`src/rtl/counter_pkg.sv`:
```
// Shared types for the counter / count-stream decoder pair: FSM states,
// step classes and direction encoding.
package counter_pkg;

  typedef enum logic [1:0] {
    IDLE,
    ACQUIRE,
    LOCKED
  } state_e;

  typedef enum logic [1:0] {
    STEP_UP,
    STEP_DOWN,
    STEP_HOLD,
    STEP_JUMP
  } step_e;

  localparam logic DIR_UP   = 1'b1;
  localparam logic DIR_DOWN = 1'b0;

endpackage

```
`src/rtl/step_classifier.sv`:
```
// Combinational classifier: the modular difference between consecutive
// samples says whether the source stepped up, down, held or jumped.
module step_classifier
  import counter_pkg::*;
#(
  parameter int WIDTH = 8
) (
  input  logic [WIDTH-1:0] prev,
  input  logic [WIDTH-1:0] cur,
  output step_e            cls
);

  logic [WIDTH-1:0] delta;

  // Modulo subtraction makes wrap-around steps look like ordinary +/-1.
  assign delta = cur - prev;

  always_comb begin
    cls = STEP_JUMP;
    if (delta == WIDTH'(1))   cls = STEP_UP;
    else if (delta == '1)     cls = STEP_DOWN;
    else if (delta == '0)     cls = STEP_HOLD;
  end

endmodule

```
`src/rtl/count_stream_decoder.sv`:
```
// Recovers the step direction of a sampled up/down count bus, locks onto a
// clean step stream and counts discontinuities seen while locked.
module count_stream_decoder
  import counter_pkg::*;
#(
  parameter int WIDTH    = 8,
  parameter int LOCK_CNT = 4,
  parameter int ERRW     = 8
) (
  input  logic             clk,
  input  logic             rst,
  input  logic             sample_valid,
  input  logic [WIDTH-1:0] count_in,
  output logic             dir,
  output logic             step_valid,
  output logic             locked,
  output logic             err,
  output logic [ERRW-1:0]  err_count,
  output logic [WIDTH-1:0] last_count
);

  localparam logic [3:0] LOCK_V = 4'(LOCK_CNT);

  state_e           state_q, state_d;
  logic [3:0]       acq_q, acq_d;
  logic             dir_d, sv_d, err_d;
  logic [ERRW-1:0]  errc_d;
  logic [WIDTH-1:0] last_d;
  step_e            cls;
  logic             legal;

  step_classifier #(.WIDTH(WIDTH)) u_cls (
    .prev (last_count),
    .cur  (count_in),
    .cls  (cls)
  );

  assign legal  = (cls == STEP_UP) || (cls == STEP_DOWN);
  assign locked = (state_q == LOCKED);

  always_comb begin
    state_d = state_q;
    acq_d   = acq_q;
    dir_d   = dir;
    sv_d    = 1'b0;
    err_d   = 1'b0;
    errc_d  = err_count;
    last_d  = last_count;
    if (sample_valid) begin
      last_d = count_in;
      unique case (state_q)
        IDLE: begin
          state_d = ACQUIRE;
          acq_d   = '0;
        end
        ACQUIRE: begin
          if (legal) begin
            dir_d = (cls == STEP_UP) ? DIR_UP : DIR_DOWN;
            if (acq_q + 4'd1 == LOCK_V) begin
              state_d = LOCKED;
              acq_d   = '0;
            end else begin
              acq_d = acq_q + 4'd1;
            end
          end else begin
            acq_d = '0;
          end
        end
        LOCKED: begin
          if (legal) begin
            sv_d  = 1'b1;
            dir_d = (cls == STEP_UP) ? DIR_UP : DIR_DOWN;
          end else begin
            // Discontinuity: report it and fall back to re-acquisition.
            err_d   = 1'b1;
            state_d = ACQUIRE;
            acq_d   = '0;
            if (err_count != '1) errc_d = err_count + ERRW'(1);
          end
        end
        default: state_d = IDLE;
      endcase
    end
  end

  always_ff @(posedge clk) begin
    if (!rst) begin
      state_q    <= IDLE;
      acq_q      <= '0;
      dir        <= 1'b0;
      step_valid <= 1'b0;
      err        <= 1'b0;
      err_count  <= '0;
      last_count <= '0;
    end else begin
      state_q    <= state_d;
      acq_q      <= acq_d;
      dir        <= dir_d;
      step_valid <= sv_d;
      err        <= err_d;
      err_count  <= errc_d;
      last_count <= last_d;
    end
  end

endmodule

```
`config.mk`:
```
export PLATFORM = sky130hd
export DESIGN_NAME = count_stream_decoder
export DESIGN_NICKNAME = d
export VERILOG_FILES = /design/src/rtl/counter_pkg.sv /design/src/rtl/step_classifier.sv /design/src/rtl/count_stream_decoder.sv
export SDC_FILE = /design/constraint.sdc
export NUM_CORES = 1
export LEC_CHECK = 0
export BUFFER_PORTS_ARGS = -buffer_cell sky130_fd_sc_hd__clkbuf_2
export CAP_MARGIN = 30
export CORE_ASPECT_RATIO = 0.9
export CORE_MARGIN = 10
export CORE_UTILIZATION = 30
export DETAILED_ROUTE_END_ITERATION = 8
export SETUP_SLACK_MARGIN = 0.5
export SLEW_MARGIN = 30
export SYNTH_ARGS = -nofsm -noshare
export SYNTH_HDL_FRONTEND = slang
export SYNTH_SLANG_ARGS = --single-unit
```
`constraint.sdc`:
```
create_clock -name clk -period 3.6 [get_ports clk]
set_clock_uncertainty 0.15 [all_clocks]
set_input_delay 0.54 -clock clk [delete_from_list [all_inputs] [get_ports clk]]
set_output_delay 0.54 -clock clk [all_outputs]
set_load 0.05 [all_outputs]
```
# [Yosys cells after proc, flatten, opt, wreduce, memory -nomap -nowiden]
# Index checks and enable logic that the tools add are counted.
# W data, S select, Z words.
[classes] add_sub_neg=3 n_eq_ne=10 mux=14 bitwise_logic=1 n_reduce_logical=11
[ops] op="$mux W4" n=3
[ops] op="$pmux W4 S3" n=1
[ops] op="$mux W2" n=5
[ops] op="$reduce_and A3 Y1" n=3
[ops] op="$add A8 B1 Y8 const B" n=1
[ops] op="$eq A8 B1 Y1 const B" n=1
[ops] op="$eq A8 B8 Y1 const B" n=1
[ops] op="$logic_not A8 Y1" n=1
[ops] op="$ne A8 B8 Y1 const B" n=1
[ops] op="$reduce_and A4 Y1" n=2
[ops] op="$sub A8 B8 Y8" n=1
[ops] op="$ne A2 B2 Y1 const B" n=3
[ops] op="$pmux W2 S3" n=1
[ops] op="$add A4 B1 Y4 const B" n=1
[ops] op="$eq A2 B1 Y1 const B" n=2
[ops] op="$eq A4 B3 Y1 const B" n=1
[ops] op="$logic_not A2 Y1" n=2
[ops] op="$mux W1" n=4
[ops] op="$reduce_bool A3 Y1" n=1
[ops] op="$eq A2 B2 Y1 const B" n=1
[ops] op="$reduce_or A2 Y1" n=1
[ops] op="$logic_or A1 B1 Y1" n=1
[ops] op="$not A1 Y1" n=1
[word_totals] register_bits=25 inputBits=11 elab_cells=46

# [Longest topological paths before layout]
# Gate-level depths: netlist of the first run.
[depth] ltp_word=9 depth_mapped=14 ltp_nobuf=12

# [Modules after synthesis]
# A second synthesis of the first run with hierarchy kept.
[hier_totals] cells_unflattened=187 hier_area_um2=1661.6
[by_module_without_submodules] mod="count_stream_decoder" instances=1 cells_each=137 area_per_inst_um2=1268.7 seq_area_each_um2=500.5
[by_module_without_submodules] mod="step_classifier" instances=1 cells_each=50 area_per_inst_um2=392.9 seq_area_each_um2=0.0

# [Worst setup path after synthesis of the first run]
# No wires, ideal clock.
[synth_path] kind="register -> register" startpoint="reg last_count[0]" endpoint="reg state_q[0]" setup_time_ns=0.120 t_arrival_ns=3.028 t_required_ns=3.330 path_slack_ns=0.302 path_stages_with_launch=14 path_cell_list="dfxtp_1 ha_1 inv_1 fa_1 a211oi_1 o21bai_1 a21oi_1 xor2_1 or4_1 buf_2 nand2_4 buf_8 nor2_2 o31a_1"
[synth_between] elab_chain_len=9
[synth_rtl] element="start: declaration" line_no="count_stream_decoder.sv:19" source="output logic [WIDTH-1:0] last_count"
[synth_rtl] element="start signal: assignment" line_no="count_stream_decoder.sv:102" source="last_count <= last_d;"
[synth_rtl] element="$sub A8 B8 Y8 (*)" line_no="step_classifier.sv:16" source="assign delta = cur - prev;"
[synth_rtl] element="$logic_not A8 Y1" line_no="step_classifier.sv:22" source="else if (delta == '0) cls = STEP_HOLD;"
[synth_rtl] element="$mux W1" line_no="step_classifier.sv:22"
[synth_rtl] element="$mux W2" line_no="step_classifier.sv:21" source="else if (delta == '1) cls = STEP_DOWN;"
[synth_rtl] element="$mux W2 (*)" line_no="step_classifier.sv:20" source="if (delta == WIDTH'(1)) cls = STEP_UP;"
[synth_rtl] element="$eq A2 B1 Y1 / $logic_not A2 Y1 (equally long branches)" line_no="count_stream_decoder.sv:38" source="assign legal = (cls == STEP_UP) || (cls == STEP_DOWN);"
[synth_rtl] element="$logic_or A1 B1 Y1 (*)" line_no="count_stream_decoder.sv:38"
[synth_rtl] element="$ne A2 B2 Y1 (no source line)"
[synth_rtl] element="$reduce_and A4 Y1 (no source line) (*)"
[synth_rtl] element="end signal: assignment" line_no="count_stream_decoder.sv:96" source="state_q <= state_d;"
[synth_rtl] element="end: declaration" line_no="count_stream_decoder.sv:24" source="state_e state_q, state_d;"
# Mark *: on every way between the ends. The rest lies on a longest branch, timed or not.
# A chain may end at the register's enable or synchronous reset.

# [Worst setup path in the final report of the first run]
[layout_path] startpoint="in count_in[0]" endpoint="reg state_q[0]"
[layout_between] elab_chain_len=9
[layout_rtl] element="start: declaration" line_no="count_stream_decoder.sv:13" source="input logic [WIDTH-1:0] count_in,"
[layout_rtl] element="$sub A8 B8 Y8 (*)" line_no="step_classifier.sv:16"
[layout_rtl] element="$logic_not A8 Y1" line_no="step_classifier.sv:22"
[layout_rtl] element="$mux W1" line_no="step_classifier.sv:22"
[layout_rtl] element="$mux W2" line_no="step_classifier.sv:21"
[layout_rtl] element="$mux W2 (*)" line_no="step_classifier.sv:20"
[layout_rtl] element="$eq A2 B1 Y1 / $logic_not A2 Y1 (equally long branches)" line_no="count_stream_decoder.sv:38"
[layout_rtl] element="$logic_or A1 B1 Y1 (*)" line_no="count_stream_decoder.sv:38"
[layout_rtl] element="$ne A2 B2 Y1 (no source line)"
[layout_rtl] element="$reduce_and A4 Y1 (no source line) (*)"
# Marked as above.

==> results.toml, run 1 <==
[sta]
relSlewSlack = 0.674
fin_crit_sh = 0.814
final.min_clock_period_ps = 2930
hold_viol_final = 0
final_max_slew_viol_count = 0
setup_viol = 0
fin_setup_tns_ps = 0
fin_hold_ws_ps = 348
rsz0062_at_grt = "false"
max_slew.worst_pin.slew_ps = 485
max_clock_freq_ghz = 0.341

[setup_path]
cp.arrival_ps = 2960
cpPeakStageDelay_ps = 600
crit_fanout = 12
rr_endpoint = "state_q[0]"
cp_common_cell = "inv_1"
worst_setup_path_start_kind = "input pin"
path_class = "in2reg"
reg2reg_slack_ps = 730
worstRegToRegCells = 11
timing.rr.start = "last_count[0]"
critical_path_required_ps = 3630
critPathSlowestCell = "or4_4"
path_cells = "clkbuf_2 -> inv_1 -> ha_1 -> inv_1 -> fa_1 -> a211oi_2 -> o21bai_1 -> a21oi_1 -> xor2_1 -> or4_4 -> nand2_4 -> nor2_2 -> o31a_1"
crit_path_end_kind = "flop"

[floorplan]
dieArea_mm2 = 0.00876
start_util = 0.309
die-height_um = 89.8
rows = 25
io_pins = 31
dieWidth_um = 97.5
core_area_mm2 = 0.00526

[clock_tree]
cts_tree = "built"
clkLatencyLatePin_ps = 280
cts.sinks = 25
hold_buffers = 0
clkTransAtPathRegs_ps = 90
cts.path.max_buffers = 2
root_buffer = "clkbuf_8"
cts_resized = 0
htree_levels = 1
cts_setup_buffers = 0
numCtsBuffers = 3

[grt]
grt_max_degree = 18
grt.total_usage = 0.0847
grt_overflow = 0
antenna_found_initial = 0
grt_pass1_vias = 1336
grt_pass1_wl_mm = 6.38

[placed_design]
place_congestion = 0.819
place_area_mm2 = 0.00183
io_buffers = 30
dp_hpwl_mm = 2.85

[route]
vias = 1417
drt_iter0_drc = 49
routed_wl_mm = 3.63
antenna_left = 0
drc = 0
firstDrtPassIters = 4
wl_per_cell_um = 12.5
vias_per_cell = 4.87

[synth]
netlist_area_mm2 = 0.00162
synth_edf_count = 0
ys_seq_area_frac = 0.308
async_flop_share = 0
yosysWarningCount = 0
ys.flop_type = "dfxtp_1"
synth_area_leaders = "dfxtp_1 (31%), ha_1 (12%), mux2i_1 (8.0%)"
post_synth_num_cell_types = 42
synth_commonest_cells = "dfxtp_1 (25), nor2_1 (19), inv_1 (16)"
syn_nets = 222
yosys.area.top_type = "dfxtp_1"
synth-seq-cells = 25
yosys.area.top_type_share = 0.308
postSynthAreaPerCell_um2 = 8.32
synthCells = 195
yosysMostFrequentCell = "dfxtp_1"

[hold_path]
hp-class = "reg2reg"
min_from = "err_count[5]"
worstHoldEndpoint = "err_count[5]"
worstHoldPathCells = 2

[layout]
nFillCells = 560
drive_above_1_share = 0.179
fin_util = 0.357
area_growth_pct = 15.5
insertedDiodeCount = 0
finalInstanceArea_mm2 = 0.00187
final_nets = 252

[pwr]
ir_worst_vdd_mv = 0.173
power.density_mw_per_mm2 = 315
p_leak_uw = 0.000804

[run]
maxCapViolations = 0

[run_status]
status = "complete, no violations"
## kinds of logic (layout without fill, tap and decap cells)
logic type	count (synthesis)	count (layout)	share of synthesized area
fa+ha+maj	16	16	0.128
xor+xnor	8	8	0.0432
compound gates	36	36	0.140
mux	13	13	0.0802
simple gates	76	76	0.239
buf+inv	21	50	0.0609
flops	25	25	0.308
## layer usage
metal | vias up | GRT usage | wire (um)
li1 | 748 | - | -
met2 | 20 | 0.131 | 1620
met3 | 5 | 0.0153 | 109
met1 | 644 | 0.109 | 1820
met5 | - | 0 | 0
met4 | 0 | 0.0436 | 78
## placed cells by master (no fill, tap or decap), types with 3 or more instances in the layout
cell	count
and3_1	4
ha_1	15
nand3_1	7
nand2_1	14
inv_1	16
xnor2_1	3
xor2_1	5
nor4_1	3
o31ai_1	4
o21ai_0	9
a31oi_1	3
mux2i_1	13
dfxtp_1	23
nor3_1	5
nand2b_1	8
clkbuf_2	30
nor2_1	19
clkbuf_8	3
nand4_1	5
a21oi_1	8
## state kept, by name, indices dropped and copies added (netlist names)
signal / count
state_q: 2
err: 1
step_valid: 1
last_count: 8
err_count: 8
dir: 1
acq_q: 4
## per-stage QoR
step                      setup WS, ps  instances  power [uW]
after global routing               527        291         620
after floorplan                    503        195         396
after global placement             329        287         424
final                              669        291         591
after CTS                          564        291         597
after detailed placement           256        287         425
## power by group
group	total [uW]	internal, uW	switching (uW)
combinational	130	47.6	82.0
clock	172	79.4	92.8
sequential	289	283	5.64
total	591	410	180
## worst max-delay path by stage
stage / startpoint / to / slack [ps] / depth (start not counted)
global route: count_in[0] / state_q[0] / 530 / 13
floorplan: count_in[0] / state_q[0] / 500 / 14
global placement: count_in[0] / state_q[0] / 330 / 13
CTS: count_in[0] / state_q[0] / 560 / 13
detailed placement: count_in[0] / state_q[0] / 260 / 13
finish: count_in[0] / state_q[0] / 670 / 13
## worst max-delay path, delay by kind of cell
family	cells	cell delay, ps
fa+ha+maj	2	550
xor+xnor	1	100
compound gates	4	740
simple gates	3	820
buf+inv	3	210
## layout make-up
| type | count | area [um^2] | area share |
|---|---|---|---|
| Timing Repair Buffer | 30 | 150 | 0.0801 |
| Inverter | 16 | 60.1 | 0.0320 |
| Tap cell | 67 | 83.8 | 0.0447 |
| Clock buffer | 4 | 45.0 | 0.0240 |
| Multi-Input combinational cell | 149 | 1030 | 0.551 |
| Sequential cell | 25 | 503 | 0.268 |
Note: power is estimated with default switching activity, not from simulation.
==> run 2: changes to the inputs <==
clock period = 2.4 ns   (was 3.6 ns; I/O delays follow)
==> run 2 against run 1 <==
The flow now finishes with violations (negative setup slack). Worst setup slack worse by 1000 ps. Cell count is 9.3% higher. Clock power is 51% higher. Design area is 14% higher. Worst hold slack worse by 160 ps. Flip-flop and latch count stayed put. Largest cell class unchanged. Combinational power is 82% higher. Sequential share of layout area is 2.9 points lower. Clock-buffer cell count is 1 lower. First-iteration DRC count is 59% higher.
==> results.toml, run 2 (same netlist as run 1, synthesis figures left out) <==
[run_status]
status = "complete, but fails checks"
violations = "negative setup slack"

[route]
antenna_left = 0
vias_per_cell = 4.80
drt_iter0_drc = 78
firstDrtPassIters = 4
routed_wl_mm = 4.01
drc = 0
vias = 1525
wl_per_cell_um = 12.6

[clock_tree]
clkTransAtPathRegs_ps = 90
numCtsBuffers = 3
cts_tree = "built"
root_buffer = "clkbuf_8"
hold_buffers = 0
cts.sinks = 25
clkLatencyLatePin_ps = 270
cts.path.max_buffers = 2
htree_levels = 1

[floorplan]
die-height_um = 89.8
core_area_mm2 = 0.00526
dieArea_mm2 = 0.00876
io_pins = 31
start_util = 0.309
rows = 25
dieWidth_um = 97.5

[pwr]
p_sw_frac = 0.308
power.density_mw_per_mm2 = 434
clkPwrFrac = 0.279
p_total_uw = 928
pwr-share-seq = 0.465
ir_worst_vdd_mv = 0.251
p_comb_frac = 0.256
internal_power_uw = 642
p_sw_uw = 286
p_leak_uw = 0.000945

[layout]
final_cell_mix = "clkbuf_2 (29), buf_4 (26), dfxtp_1 (20), nor2_1 (19), inv_1 (15)"
mostFrequentLayoutCell = "clkbuf_2"
final_nets = 279
largestRegisters = "err_count: 8 flops, last_count: 8 flops, acq_q: 4 flops"
fin_util = 0.407
insertedDiodeCount = 0
area_growth_pct = 31.8
drive_above_1_share = 0.307
finalInstanceArea_mm2 = 0.00214

[setup_path]
worstRegToRegCells = 12
reg2reg_slack_ps = -360
timing.rr.start = "last_count[0]"
critical_path_required_ps = 2420
crit_fanout = 6
worst_setup_path_start_kind = "flop"
rr_endpoint = "acq_q[3]"
path_class = "reg2reg"
cp.arrival_ps = 2780
crit_path_end_kind = "flop"

[grt]
grt_pass1_vias = 1476
grt.total_usage = 0.0890
grt_max_degree = 18
grt_overflow = 0
grt_pass1_wl_mm = 6.82
antenna_found_initial = 0

[sta]
fin_setup_tns_ps = -5320
final_max_slew_viol_count = 0
max_slew.worst_pin.slew_ps = 530
rsz0062_at_grt = "true"
max_clock_freq_ghz = 0.362
setup_viol = 17
setup_ws_ps = -364
final.min_clock_period_ps = 2760
hold_viol_final = 0
fin_crit_sh = 1.15
relSlewSlack = 0.647

[placed_design]
place_area_mm2 = 0.00204
dp_hpwl_mm = 3.10
place_congestion = 0.813
io_buffers = 30
post-place-ws_ps = -718

[hold_path]
worstHoldPathCells = 3
min_from = "count_in[2]"
hp-class = "in2reg"
worstHoldEndpoint = "last_count[2]"

[run]
maxCapViolations = 0
run 2: changes by cell type in the layout (fill, tap and decap cells not counted), moves of 2 or more:
cell / change
dfxtp_1: -3
o21ai_0: -2
dfxtp_4: +2
buf_4: +26
run 2: power by group through the flow:
stage	combinational [uW]	sequential, uW	clock [uW]
after floorplan	126	469	0
after global placement	231	440	0
after detailed placement	234	441	0
after CTS	238	431	268
after global routing	264	433	294
final	237	431	259
run 2: critical path: stages, from the launching register on:
cell and delay, ps:
dfxtp_4 370, ha_4 120, inv_2 30, fa_2 340
a211oi_2 230, o21bai_1 120, a21oi_1 160, xor2_1 100
or4_4 610, nor2_1 120, nor3_1 60, buf_4 150
mux2i_1 110
run 2: how the worst max path moves through the flow:
stage,start,to,slack (ps),cells after the start
detailed placement,count_in[0],state_q[0],-720,13
finish,last_count[0],acq_q[3],-360,12
global route,last_count[0],err_count[1],-500,11
floorplan,last_count[0],state_q[0],-490,13
global placement,count_in[0],err_count[7],-640,14
CTS,last_count[0],acq_q[3],-380,12
run 2: layout make-up:
cell class / count / area (um^2)
Clock inverter: 1 / 5.00
Sequential cell: 25 / 512
Inverter: 16 / 60.1
Timing Repair Buffer: 57 / 357
Tap cell: 67 / 83.8
Multi-Input combinational cell: 149 / 1080
Clock buffer: 3 / 41.3
Fill cell: 555 / 3120
run 2: what timing repair did:
| item | 4_1_cts | 5_1_grt |
|---|---|---|
| endpoints found under the setup margin | 17 | 18 |
| setup buffers | 1 | 1 |
| pin swaps | 4 | 0 |
| gates resized for setup | 4 | 6 |
run 2: layer usage:
layer	up-vias	wire length (um)	part of all wire	track usage
li1	795	-	-	-
met1	701	1950	0.49	0.109
met2	25	1900	0.47	0.148
met3	4	112	0.028	0.0168
met4	0	51	0.013	0.0363
met5	-	0	0	0
run 2: through the flow:
stage	hold slack, ps	instances
after global routing	194	318
after CTS	188	317
after detailed placement	321	312
final	187	318
after global placement	315	312
after floorplan	319	195
